### src/rtl/pe_array_ctrl_pkg.sv
// Shared types and helpers for the PE-array control slice: drain FSM states,
// default counter widths and a 1-bit-to-per-PE broadcast helper.
package pe_array_ctrl_pkg;

  typedef enum logic [1:0] {
    IDLE  = 2'd0,
    LOAD  = 2'd1,
    SHIFT = 2'd2,
    DONE  = 2'd3
  } drain_state_t;

  localparam int unsigned DEF_MAX_ENTRIES     = 64;
  localparam int unsigned DEF_ENTRY_CNT_WIDTH = $clog2(DEF_MAX_ENTRIES + 1);
  localparam int unsigned MAX_BCAST_WIDTH     = 4096;

  function automatic int unsigned entry_cnt_w(input int unsigned max_entries);
    return $clog2(max_entries + 1);
  endfunction

  // A single-column array still needs a 1-bit column field.
  function automatic int unsigned col_cnt_w(input int unsigned num_col);
    return (num_col > 1) ? $clog2(num_col) : 1;
  endfunction

  // Callers size-cast the result down to their own PE count.
  function automatic logic [MAX_BCAST_WIDTH-1:0] broadcast(input logic ctrl);
    return {MAX_BCAST_WIDTH{ctrl}};
  endfunction

endpackage

### src/rtl/pe_array_drain_ctrl.sv
// Drains ACCFIFO results rightward along the systolic chain, one word per row per beat.
// Optional macro PE_DRAIN_ZERO_REFILL_EN: refill every drained entry with zero during LOAD.
module pe_array_drain_ctrl
  import pe_array_ctrl_pkg::*;
#(
  parameter int num_pe_row      = 1,
  parameter int num_pe_col      = 4,
  parameter int total_num_pe    = num_pe_row * num_pe_col,
  parameter int output_width    = 24,
  parameter int max_entries     = DEF_MAX_ENTRIES,
  parameter int entry_cnt_width = entry_cnt_w(max_entries),
  parameter int col_width       = col_cnt_w(num_pe_col)
) (
  input  logic                                 clk,
  input  logic                                 rst,
  input  logic                                 start,
  input  logic [entry_cnt_width-1:0]           num_entries,
  input  logic [total_num_pe-1:0]              pe_ctrl_ACCFIFO_empty,
  input  logic [num_pe_row*output_width-1:0]   out_fr_rightest_PE,
  output logic [total_num_pe-1:0]              pe_ctrl_ACCFIFO_read_to_outbuffer,
  output logic [total_num_pe-1:0]              pe_ctrl_out_mux_sel_PE,
  output logic [total_num_pe-1:0]              pe_ctrl_out_to_right_pe_en,
  output logic [total_num_pe-1:0]              pe_ctrl_ACCFIFO_write,
  output logic [total_num_pe-1:0]              pe_ctrl_feed_zero_to_accfifo,
  output logic                                 out_valid,
  input  logic                                 out_ready,
  output logic [num_pe_row*output_width-1:0]   out_data,
  output logic [col_width-1:0]                 out_col,
  output logic [entry_cnt_width-1:0]           out_entry,
  output logic                                 busy,
  output logic                                 done,
  output logic                                 underflow
);

  localparam logic [col_width-1:0]       LAST_COL = col_width'(num_pe_col - 1);
  localparam logic [entry_cnt_width-1:0] MAX_N    = entry_cnt_width'(max_entries);

  drain_state_t               state_reg, state_next;
  logic [col_width-1:0]       col_cnt_reg, col_cnt_next;
  logic [entry_cnt_width-1:0] entry_cnt_reg, entry_cnt_next;
  logic [entry_cnt_width-1:0] n_reg, n_next;
  logic                       underflow_reg, underflow_next;
  logic                       zero_done_reg, zero_done_next;

  logic last_col;
  logic load_c, read_c, sel_c, en_c;

  assign last_col = (col_cnt_reg == LAST_COL);

  always_ff @(posedge clk) begin
    if (rst) begin
      state_reg     <= IDLE;
      col_cnt_reg   <= '0;
      entry_cnt_reg <= '0;
      n_reg         <= '0;
      underflow_reg <= 1'b0;
      zero_done_reg <= 1'b0;
    end else begin
      state_reg     <= state_next;
      col_cnt_reg   <= col_cnt_next;
      entry_cnt_reg <= entry_cnt_next;
      n_reg         <= n_next;
      underflow_reg <= underflow_next;
      zero_done_reg <= zero_done_next;
    end
  end

  always_comb begin
    state_next     = state_reg;
    col_cnt_next   = col_cnt_reg;
    entry_cnt_next = entry_cnt_reg;
    n_next         = n_reg;
    underflow_next = underflow_reg;
    zero_done_next = 1'b0;
    case (state_reg)
      IDLE: begin
        if (start) begin
          if (num_entries == '0) begin
            zero_done_next = 1'b1;
          end else begin
            n_next         = (num_entries > MAX_N) ? MAX_N : num_entries;
            entry_cnt_next = '0;
            col_cnt_next   = '0;
            underflow_next = 1'b0;
            state_next     = LOAD;
          end
        end
      end
      LOAD: begin
        // An empty FIFO is flagged but the drain still runs to keep rows aligned.
        if (|pe_ctrl_ACCFIFO_empty) underflow_next = 1'b1;
        col_cnt_next = '0;
        state_next   = SHIFT;
      end
      SHIFT: begin
        if (out_ready) begin
          if (!last_col) begin
            col_cnt_next = col_cnt_reg + col_width'(1);
          end else if (entry_cnt_reg != n_reg - entry_cnt_width'(1)) begin
            entry_cnt_next = entry_cnt_reg + entry_cnt_width'(1);
            state_next     = LOAD;
          end else begin
            state_next = DONE;
          end
        end
      end
      DONE:    state_next = IDLE;
      default: state_next = IDLE;
    endcase
  end

  always_comb begin
    load_c    = 1'b0;
    read_c    = 1'b0;
    sel_c     = 1'b0;
    en_c      = 1'b0;
    out_valid = 1'b0;
    out_col   = '0;
    out_entry = '0;
    case (state_reg)
      LOAD: begin
        load_c = 1'b1;
        read_c = 1'b1;
        sel_c  = 1'b1;
        en_c   = 1'b1;
      end
      SHIFT: begin
        out_valid = 1'b1;
        out_col   = LAST_COL - col_cnt_reg;
        out_entry = entry_cnt_reg;
        // A stall freezes the chain so out_data holds its word.
        en_c      = out_ready && !last_col;
      end
      default: ;
    endcase
  end

  assign pe_ctrl_ACCFIFO_read_to_outbuffer = total_num_pe'(broadcast(read_c));
  assign pe_ctrl_out_mux_sel_PE            = total_num_pe'(broadcast(sel_c));
  assign pe_ctrl_out_to_right_pe_en        = total_num_pe'(broadcast(en_c));

`ifdef PE_DRAIN_ZERO_REFILL_EN
  assign pe_ctrl_ACCFIFO_write        = total_num_pe'(broadcast(load_c));
  assign pe_ctrl_feed_zero_to_accfifo = total_num_pe'(broadcast(load_c));
`else
  assign pe_ctrl_ACCFIFO_write        = '0;
  assign pe_ctrl_feed_zero_to_accfifo = '0;
`endif

  assign out_data  = out_fr_rightest_PE;
  assign busy      = (state_reg != IDLE);
  assign done      = (state_reg == DONE) || zero_done_reg;
  assign underflow = underflow_reg;

endmodule

### config.mk
export PLATFORM = sky130hd
export DESIGN_NAME = pe_array_drain_ctrl
export DESIGN_NICKNAME = d
export VERILOG_FILES = /design/src/rtl/pe_array_ctrl_pkg.sv /design/src/rtl/pe_array_drain_ctrl.sv
export SDC_FILE = /design/constraint.sdc
export NUM_CORES = 1
export LEC_CHECK = 0
export ABC_AREA = 1
export BUFFER_PORTS_ARGS = -buffer_cell sky130_fd_sc_hd__clkbuf_2
export CORE_ASPECT_RATIO = 0.6
export CORE_UTILIZATION = 50
export DETAILED_ROUTE_END_ITERATION = 10
export GPL_ROUTABILITY_DRIVEN = 0
export PLACE_DENSITY_LB_ADDON = 0.05
export SYNTH_ARGS = -nofsm -noshare
export SYNTH_HDL_FRONTEND = slang
export SYNTH_SLANG_ARGS = --single-unit
### constraint.sdc
create_clock -name clk -period 2.9 [get_ports clk]
set_input_delay 0.58 -clock clk [delete_from_list [all_inputs] [get_ports clk]]
set_output_delay 0.58 -clock clk [all_outputs]
set_load 0.05 [all_outputs]
; After elaboration in Yosys (flattened, before gate mapping)
; Index checks and enable logic that the tools add are counted.
[op_classes]
add_sub_neg = 4
n_lt_le_gt_ge = 1
n_eq_ne = 12
mux = 28
n_bitwise = 3
reduce_logical = 16
[ops]
columns = op, count
row1 = $mux W7, 7
row2 = $mux W2, 10
row3 = $ne A2 B2 Y1 const B, 7
row4 = $pmux W7 S2, 1
row5 = $pmux W2 S4, 1
row6 = $reduce_and A4 Y1, 2
row7 = $add A7 B1 Y7 const B, 1
row8 = $gt A7 B7 Y1 const B, 1
row9 = $logic_not A7 Y1, 1
row10 = $ne A7 B7 Y1, 1
row11 = $sub A7 B1 Y7 const B, 1
row12 = $eq A2 B2 Y1 const B, 3
row13 = $mux W1, 6
row14 = $pmux W2 S3, 1
row15 = $reduce_and A6 Y1, 1
row16 = $reduce_bool A2 Y1, 3
row17 = $reduce_and A5 Y1, 1
row18 = $pmux W1 S2, 2
row19 = $reduce_or A4 Y1, 1
row20 = $not A1 Y1, 3
row21 = $reduce_and A3 Y1, 1
row22 = $reduce_bool A3 Y1, 1
row23 = $reduce_or A3 Y1, 1
row24 = $add A2 B1 Y2 const B, 1
row25 = 6 further kinds, 6
[totals]
register_bits = 20
input_bits = 39
output_inout_bits = 57
word_cells = 70

; Logic depth before layout (Yosys ltp)
; Gate-level depths: netlist (run 1).
[logic_depth]
word_depth = 6
ltp_mapped = 13
ltp_nobuf = 13

; Worst setup path after synthesis (run 1)
; OpenSTA, ideal clock, no wires.
[synth_path]
kind = flip-flop to output port
from = register state_reg[0]
to = output out_col[1]
t_arrival_ps = 1929
required_time_ps = 2320
path_slack_ps = 391
stages_incl_launch_ff = 5
n_path_buf = 0
path_cell_list = dfxtp_1 > inv_1 > ha_1 > inv_1 > nor2_1
[synth_between]
elab_chain_len = 2
[synth_lines]
columns = item, line_no
row1 = "start, declared", pe_array_drain_ctrl.sv:38  ; drain_state_t state_reg, state_next;
row2 = "start signal, assigned", pe_array_drain_ctrl.sv:59  ; state_reg <= state_next;
row3 = $eq A2 B2 Y1, pe_array_drain_ctrl.sv:120  ; case (state_reg)
row4 = $mux W2, pe_array_drain_ctrl.sv:120
row5 = "end, declared", pe_array_drain_ctrl.sv:28  ; output logic [col_width-1:0] out_col,
; No other way between the ends.

; Worst setup path in the final report (run 1)
[layout_path]
from = register state_reg[0]
to = output pe_ctrl_out_to_right_pe_en[2]
[layout_between]
elab_chain_len = 2
elab_cells_between_ends = 3
classes_between = eq/ne (2) / mux (1)
[layout_lines]
columns = item, line_no
row1 = $eq A2 B2 Y1 or $eq A2 B1 Y1 (tied branches), pe_array_drain_ctrl.sv:120
row2 = $pmux W1 S2 (*), pe_array_drain_ctrl.sv:120
row3 = "end, declared", pe_array_drain_ctrl.sv:22  ; output logic [total_num_pe-1:0] pe_ctrl_out_to_right_pe_en,
; Mark *: on every way between the ends. The rest lies on a longest branch, timed or not.

==> results of run 1 <==
report_power, final:
part           internal (mW)  switching [mW]  total (mW)
logic                  0.307           0.896        1.20
clock network          0.121          0.0964       0.217
registers              0.326          0.0568       0.382
total                  0.754            1.05        1.80
critical path, delay by kind of cell (launching register included):
| family | cells | cell delay, ps |
|---|---|---|
| adders and majority gates | 1 | 270 |
| buffers and inverters | 2 | 410 |
| and+or+nand+nor | 2 | 200 |
| AOI/OAI and AO/OA | 1 | 190 |
| DFF | 1 | 350 |
placed cells by master, fill, tap and decap left out, types with 3 or more instances in the layout:
cell type / netlist / routed
nand3_2: 5 / 5
o21ai_0: 6 / 6
inv_2: 5 / 5
nand3_1: 24 / 24
conb_1: 1 / 8
clkbuf_8: 1 / 4
nor3_1: 3 / 3
nor2_2: 3 / 3
nor2_1: 24 / 24
dfxtp_1: 20 / 20
nand2_1: 56 / 56
ha_1: 7 / 7
inv_1: 36 / 36
nand2_2: 7 / 7
xor2_1: 3 / 3
a21oi_1: 17 / 17
clkbuf_2: 0 / 39
per-layer routing:
| layer | routed length, um | part of all wire, % | vias up |
|---|---|---|---|
| met5 | 0 | 0 | - |
| met4 | 18 | 0.45 | 0 |
| met3 | 335 | 8.4 | 4 |
| met2 | 1429 | 36 | 61 |
| met1 | 2219 | 55 | 702 |
| li1 | - | - | 860 |
kinds of logic after synthesis:
family	Yosys count	synth area share, %
flip-flops	20	21.01
AO/OA/AOI/OAI	31	9.652
AND/OR/NAND/NOR	135	34.54
adder cells (fa/ha/maj)	7	4.596
other	1	0.1968
XOR/XNOR	5	2.299
buffers and inverters	92	27.71
layout make-up:
class,count,area [um^2]
Fill cell,369,1572
Multi-Input combinational cell,186,1003
Sequential cell,20,400.4
Timing Repair Buffer,40,202.7
Inverter,41,153.9
Tap cell,45,56.30
Clock buffer,4,55.05
worst min path at each step:
| stage | from | slack (ps) | end | cells past startpoint |
|---|---|---|---|---|
| 5_1_grt | col_cnt_reg[0] | 530 | col_cnt_reg[0] | 2 |
| 6_report | col_cnt_reg[1] | 490 | col_cnt_reg[1] | 2 |
| 4_1_cts | underflow | 490 | underflow | 2 |
| 2_1_floorplan | n_reg[6] | 450 | n_reg[6] | 2 |
| 3_5_place_dp | underflow | 480 | underflow | 2 |
| 3_3_place_gp | underflow | 470 | underflow | 2 |
stage by stage:
step	setup WS (ps)	instance area [um^2]	hold WS (ps)	util (%)	power, mW
2_1_floorplan	391.0	1932	452.9	-	1.553
3_3_place_gp	986.0	1817	472.1	52.76	1.585
3_5_place_dp	932.9	1817	478.3	52.76	1.590
4_1_cts	638.6	1872	491.2	54.36	1.809
5_1_grt	512.9	1872	525.1	54.36	1.947
6_report	643.4	1872	492.1	54.36	1.803
==> results.yml, run 1 <==
pwr:
  p_leak_nw: 0.9786
  ir_drop_mv: 0.4502
  power_density_mw_per_mm2: 963.3
global_route:
  grt_busiest_layer: "met1"
  grt_pass1_vias: 1340
  grt_max_degree: 16
  use_met2_pct: 26.53
  grt_antenna_before_repair: 0
  grt_use_met3_pct: 6.111
  gr-total-overflow: 0
  met1_usage_pct: 34.19
  grt_usage_pct: 21.06
  grt_pass1_wl_mm: 6.486
cts:
  ctsResizeCount: 0
  cts_sinks: 20
  cts_buffers: 3
  cts-root-buf: "clkbuf_8"
  htree_levels: 1
  clkLatencyLatePin_ps: 260
  cts_max_path_buffers: 2
  postCtsHoldBufs: 0
  cts_setup_buffers: 0
  cts_tree: "done"
  clk_pin_slew_ps: 80
die:
  dieArea_mm2: 0.004070
  die_x_um: 81.70
  start_util_pct: 55.34
  ioPinCount: 96
  rows: 16
  chipHeight_um: 49.82
  coreArea_mm2: 0.003443
worst_setup_path:
  cp_max_fo: 7
  worst_path_max_delay_cell: "dfxtp_1"
  path_cells: "inv_1 -> ha_1 -> nand2_1 -> nor2_1 -> o21a_1 -> clkbuf_2"
  crit_path_start: "state_reg[0]"
  r2r_start: "state_reg[0]"
  worstPathArrival_ps: 1680
  critPathMaxStageDelay_ps: 350
  r2r_slack_ps: 990
  startpoint_type: "flop"
  crit_type: "flop to output pin"
  cp.required_ps: 2320
  end_kind: "output pin"
  endpoint: "pe_ctrl_out_to_right_pe_en[2]"
  reg2reg_depth: 9
  timing.rr.end: "entry_cnt_reg[5]"
detailed_routing:
  drc: 0
  first_pass_iters: 4
  vias: 1627
  vias_per_cell: 4.842
  wl_mm: 4.003
  ant_nets: 0
  wl_per_cell_um: 11.91
  drt_iter0_markers: 70
synth:
  synthTopCellsByArea: "dfxtp_1 21%, buf_4 18%, nand2_1 11%"
  syn-mean-instance-area_um2: 6.548
  synth_ff_type: "dfxtp_1"
  synth_most_common_cell: "nand2_1"
  syn_area_mm2: 0.001906
  synth-seq-area-share_pct: 21.01
  synth-edff-count: 0
  synth_top_area_share_pct: 21.01
  netlist_instances: 291
  ys_seq_elements: 20
  synth.distinct_cells: 35
  synth_common_cells: "56 x nand2_1, 45 x buf_4, 36 x inv_1"
  yosysWarnings: 0
  ys_async_sr_fraction_pct: 0
  yosysTopAreaCell: "dfxtp_1"
layout:
  num_antenna_cells: 0
  synthToLayoutAreaGrowth_pct: -1.773
  final_cells: 336
  layout.nets: 338
  drive_above_1_share_pct: 25.43
timing:
  setup_tns_ps: 0
  fin_crit_ps: 2257
  rsz0062_at_grt: "false"
  fin_skew_ps: 2.728
  post-route-period-util_pct: 77.81
  finalHoldViolCount: 0
  setup_viol: 0
  fmax_mhz: 443.2
  report.final.slew_viol_count: 0
placed_design:
  placed_cells: 332
  portBuffers: 39
  dp_hpwl_mm: 3.256
flow_run:
  max_cap_viol_count: 0
hold_path:
  hp-class: "flop to flop"
status:
  run_status: "finished clean"
(Power assumes the default switching activity.)
==> run 2, diff against run 1 <==
- ABC_AREA: 1 -> 0
- CORE_UTILIZATION: 50 -> 44
- clock period: 2.9 -> 2.3 ns (I/O delays scaled with it)
==> run 2 against run 1 <==
  * Hold slack worse by 1.5 ps
  * Register-to-register slack worse by 870 ps
  * Core utilization is 4.0 points lower
  * Flip-flop and latch count stayed put
  * Synthesized cell count is 32% lower
  * Non-clock buffer count is 11 higher
  * First-iteration DRC count is 29% lower
  * Cell area is 9.5% lower
  * Sequential power is 12% higher
  * Area after synthesis is 16% lower
  * Clock skew hardly changed
  * Global-route usage is 3.2 points lower
==> results.yml, run 2 <==
timing:
  report.final.slew_viol_count: 0
  final.setup.worst_slack_ps: 118.9
  rsz0062_at_grt: "false"
  finalHoldViolCount: 0
  post-route-period-util_pct: 94.83
  fin_skew_ps: 2.372
  fmax_mhz: 458.5
  setup_tns_ps: 0
  fin_crit_ps: 2181
  fin_hold_ws_ps: 490.7
  setup_viol: 0
global_route:
  gr-total-overflow: 0
  grt_pass1_vias: 1210
  grt_antenna_before_repair: 0
  grt_max_degree: 21
  grt_pass1_wl_mm: 5.499
  grt_usage_pct: 17.86
worst_setup_path:
  startpoint_type: "flop"
  path_cells: "inv_1 -> ha_1 -> or4b_1 -> o221a_2 -> o21ai_1 -> a31oi_2 -> and2_4 -> a32o_1"
  crit_path_start: "state_reg[0]"
  cp.required_ps: 2450
  worstPathArrival_ps: 2330
  critPathMaxStageDelay_ps: 450
  r2r_start: "state_reg[0]"
  cp_top_family: "simple AND/OR/NAND/NOR gates"
  end_kind: "flop"
  cp_max_fo: 6
  worst_path_max_delay_cell: "or4b_1"
  crit_buf_inv: 1
  crit_type: "flop to flop"
layout:
  mostFrequentLayoutCell: "clkbuf_2"
  seq_area_um2: 401.6
  multiInputGateArea_um2: 854.6
  synthToLayoutAreaGrowth_pct: 5.369
  fillers: 334
  drive_above_1_share_pct: 33.17
  layout.nets: 256
  num_antenna_cells: 0
  final_cells: 253
  final_cell_mix: "35 x clkbuf_2, 19 x dfxtp_1, 13 x a21oi_1"
cts:
  clk_pin_slew_ps: 70
  clkLatencyLatePin_ps: 250
  htree_levels: 1
  cts_sinks: 20
  cts-root-buf: "clkbuf_8"
  cts_buffers: 3
  cts_tree: "done"
  cts_max_path_buffers: 2
synth:
  synthTopCellsByArea: "dfxtp_1 25%, buf_4 21%, ha_1 5.4%"
  synth.distinct_cells: 42
  synth_top_area_share_pct: 24.90
  syn-mean-instance-area_um2: 8.120
  ys_seq_elements: 20
  synth_ff_type: "dfxtp_1"
  synth_common_cells: "45 x buf_4, 20 x dfxtp_1, 13 x a21oi_1, 13 x nor2_1"
  yosysTopAreaCell: "dfxtp_1"
  synth-seq-area-share_pct: 24.90
  ys_async_sr_fraction_pct: 0
  netlist_instances: 198
  yosysWarnings: 0
  synth_most_common_cell: "buf_4"
  synth-edff-count: 0
  syn_area_mm2: 0.001608
placed_design:
  placed_cells: 248
  portBuffers: 39
  preCtsSetupSlack_ps: 64.66
  dp_hpwl_mm: 2.611
die:
  ioPinCount: 96
  die_x_um: 80.04
  coreArea_mm2: 0.003363
  chipHeight_um: 48.83
  dieArea_mm2: 0.003908
  start_util_pct: 47.81
  rows: 16
pwr:
  power_density_mw_per_mm2: 1212
  ir_drop_mv: 0.6970
  p_leak_nw: 0.7739
detailed_routing:
  vias_per_cell: 5.087
  drc: 0
  wl_per_cell_um: 13.11
  first_pass_iters: 4
  drt_iter0_markers: 50
  vias: 1287
  wl_mm: 3.317
  ant_nets: 0
flow_run:
  max_cap_viol_count: 0
hold_path:
  hp-class: "flop to flop"
  hp-start: "col_cnt_reg[1]"
status:
  run_status: "finished clean"
## run 2: cell types whose count changed in the layout (fill, tap and decap cells not counted), sizes merged, moves of 6 or more
cell	delta
a21oi	-6
and2	+7
buf	+15
inv	-35
nand2	-57
nand3	-21
nor2	-16
nor3b	+7
## run 2: final timing paths
| check | endpoint | slack (ps) | depth (start not counted) |
|---|---|---|---|
| setup / recovery | entry_cnt_reg[5] | 120 | 8 |
| hold reg to reg | col_cnt_reg[1] | 490 | 2 |
| setup reg to reg | entry_cnt_reg[5] | 120 | 8 |
| hold / removal | col_cnt_reg[1] | 490 | 2 |
## run 2: routing by layer
| metal | vias to the layer above | routed length [um] | part of all wire [%] | GRT usage (%) |
|---|---|---|---|---|
| met5 | - | 0 | 0 | 0 |
| met2 | 39 | 1338 | 40 | 26.92 |
| met1 | 568 | 1715 | 52 | 24.00 |
| li1 | 654 | - | - | - |
| met3 | 26 | 165 | 5.0 | 5.047 |
| met4 | 0 | 97 | 2.9 | 7.143 |
## run 2: what timing repair did
item	4_1_cts	5_1_grt
setup endpoints to repair	4	5
gates resized for setup	5	11
endpoints found under the hold margin	0	0
buffers inserted	0	2
hold buffers	0	0
## run 2: area by class of cell
| cell class | instances | area share [%] |
|---|---|---|
| well taps | 45 | 3.323 |
| clock buffers | 3 | 2.437 |
| multi-input cells | 127 | 50.44 |
| flip-flops and latches | 20 | 23.71 |
| repair buffers | 51 | 18.32 |
| inverters | 7 | 1.773 |
## run 2: logic make-up (layout without fill, tap and decap cells)
logic type               after synthesis  count (layout)  share of synthesized area [%]
AND/OR/NAND/NOR                       66              66                          23.74
XOR/XNOR                               9               9                          4.903
AO/OA/AOI/OAI                         35              35                          14.94
adder cells (fa/ha/maj)                7               7                          5.447
other                                  1               8                         0.2332
flip-flops                            20              20                          24.90
multiplexers                           2               2                          1.245
buffers and inverters                 58              61                          24.59
## run 2: stage by stage
stage	util (%)	total power, mW	instance area, um^2
finish	50.37	2.053	1694
global route	50.37	2.171	1694
CTS	49.29	2.013	1658
detailed placement	47.47	1.757	1597
global placement	47.47	1.743	1597
floorplan	-	1.690	1639
## run 2: tightest hold or removal path, delay by kind of cell (launching register included)
kind / cells / cell delay, ps
AO/OA/AOI/OAI: 1 / 50
flip-flops: 1 / 330
AND/OR/NAND/NOR: 1 / 60
## run 2: where the power goes
part,total (mW),internal [mW],switching [mW],leakage (nW)
Combinational,1.40,0.434,0.965,0.590
Clock,0.226,0.116,0.110,0.0216
Sequential,0.428,0.389,0.0389,0.163
==> run 3, diff against run 2 <==
- CORE_UTILIZATION: 44 -> 39
- clock period: 2.3 -> 1.8 ns (I/O delays scaled with it)
==> run 3 against run 2 <==
  * The flow now finishes with violations (DRC, setup timing)
  * Sequential power rose by 28%
  * Critical path depth is the same
  * First-iteration DRC count fell by 28%
  * Clock power grew 52%
  * Worst setup slack got worse by 200 ps
  * Cell area rose by 26%
  * Non-clock buffer count grew 19
  * Count of clock-buffer cells in the layout grew 1
  * Highest routed layer unchanged
==> results.yml, run 3 (synthesis gave the netlist of run 2 again) <==
layout:
  design_area_mm2: 0.002135
  synthToLayoutAreaGrowth_pct: 32.76
  layout.nets: 275
  final_cell_mix: "26 x clkbuf_2, 25 x buf_4, 15 x dfxtp_1"
  mostFrequentLayoutCell: "clkbuf_2"
  drive_above_1_share_pct: 53.07
  final_cells: 275
  final_core_util_pct: 56.06
  num_antenna_cells: 0
placed_design:
  dp_hpwl_mm: 3.128
  placed_cells: 267
  preCtsSetupSlack_ps: -258.4
  portBuffers: 39
  place_area_mm2: 0.001798
cts:
  clkLatencyLatePin_ps: 260
  postCtsHoldBufs: 0
  cts-root-buf: "clkbuf_8"
  cts_max_path_buffers: 2
  cts_buffers: 3
  clk_pin_slew_ps: 70
  htree_levels: 1
  cts_tree: "done"
  cts_sinks: 20
pwr:
  clkPwrFrac_pct: 10.8
  seqPwrFrac_pct: 17.3
  ir_drop_mv: 0.8335
  p_int_mw: 1.555
  p_comb_share_pct: 71.9
  p_sw_share_pct: 50.95
  p_leak_nw: 0.9319
  power_density_mw_per_mm2: 1485
  p_switching_mw: 1.615
  finalPower_mw: 3.169
global_route:
  grt_use_met3_pct: 5.714
  use_met2_pct: 28.32
  grt_pass1_wl_mm: 6.161
  gr-total-overflow: 0
  grt_busiest_layer: "met2"
  grt_pass1_vias: 1282
  met1_usage_pct: 24.02
  grt_usage_pct: 18.03
  grt_antenna_before_repair: 0
  grt_max_degree: 13
hold_path:
  hp-class: "input port to flop"
  holdPathStages: 2
  hp-start: "rst"
  hold_path_end: "entry_cnt_reg[1]"
detailed_routing:
  drt_iter0_markers: 36
  vias: 1413
  ant_nets: 0
  vias_per_cell: 5.138
  first_pass_iters: 7
  wl_per_cell_um: 14.32
  drc: 8
  wl_mm: 3.938
worst_setup_path:
  cp.required_ps: 1950
  path_cells: "inv_4 -> ha_4 -> or4b_4 -> o221a_4 -> o21ai_4 -> a31oi_4 -> and2_4 -> a32o_1"
  timing.rr.end: "entry_cnt_reg[3]"
  crit_type: "flop to flop"
  end_kind: "flop"
  cp_max_fo: 5
  critPathMaxStageDelay_ps: 460
  r2r_slack_ps: -80
  startpoint_type: "flop"
  crit_buf_inv: 1
  worst_path_max_delay_cell: "or4b_4"
  worstPathArrival_ps: 2030
  reg2reg_depth: 8
  cp_top_family: "simple AND/OR/NAND/NOR gates"
  r2r_start: "state_reg[0]"
flow_run:
  max_cap_viol_count: 0
timing:
  post-route-period-util_pct: 104.7
  finalHoldViolCount: 0
  rsz0062_at_grt: "true"
  fin_crit_ps: 1884
  setup_viol: 9
  final.setup.worst_slack_ps: -83.98
  report.final.slew_viol_count: 0
  fin_skew_ps: 2.275
  fmax_mhz: 530.8
die:
  coreArea_mm2: 0.003807
  die_x_um: 84.89
  ioPinCount: 96
  dieArea_mm2: 0.004392
  rows: 17
  start_util_pct: 42.23
  chipHeight_um: 51.74
status:
  violations: "DRC, setup timing"
  run_status: "finished, violations left"
==> run 3: how the worst max path moves through the flow <==
stage	from	slack, ps	cells past startpoint	endpoint
final	state_reg[0]	-80	8	entry_cnt_reg[3]
after global routing	state_reg[0]	-140	8	entry_cnt_reg[3]
after CTS	state_reg[0]	-80	9	entry_cnt_reg[1]
after detailed placement	num_entries[0]	-260	7	col_cnt_reg[0]
after global placement	num_entries[0]	-220	7	col_cnt_reg[0]
after floorplan	state_reg[0]	-120	8	entry_cnt_reg[3]
==> run 3: timing repair <==
action	CTS	global route
pin swaps	3	6
buffers inserted	1	3
endpoints found under the setup margin	20	24
gates resized for setup	37	31
==> run 3: layout make-up <==
class,count,area (um^2)
fillers,354,1673
multi-input cells,127,1005
repair buffers,70,574.3
flip-flops and latches,20,406.6
well taps,47,58.81
clock buffers,4,55.05
inverters,7,35.03
==> run 3: worst register-to-register path, stage by stage, from the launching register on <==
cell,delay [ps]
dfxtp_2,340
inv_4,70
ha_4,150
or4b_4,460
o221a_4,250
o21ai_4,70
a31oi_4,50
and2_4,170
a32o_1,210
==> run 3: power by group through the flow <==
stage / clock [mW] / combinational [mW] / sequential [mW]
CTS: 0.350 / 2.07 / 0.540
detailed placement: 0 / 1.95 / 0.547
floorplan: 0 / 1.73 / 0.586
global placement: 0 / 1.94 / 0.548
global route: 0.364 / 2.42 / 0.555
finish: 0.343 / 2.28 / 0.547
==> run 3: through the flow <==
step / setup TNS (ps) / hold slack, ps
after floorplan: -746.1 / 456.1
after global placement: -2593 / 465.7
after detailed placement: -3017 / 477.6
after CTS: -804.4 / 380.7
after global routing: -1530 / 408.5
final: -513.5 / 393.1
==> run 3: routing by layer <==
metal	wire length, um	vias to the layer above	part of all wire, %
met2	1676	64	43
met1	1866	635	47
met3	324	18	8.2
met5	0	-	0
li1	-	696	-
met4	71	0	1.8
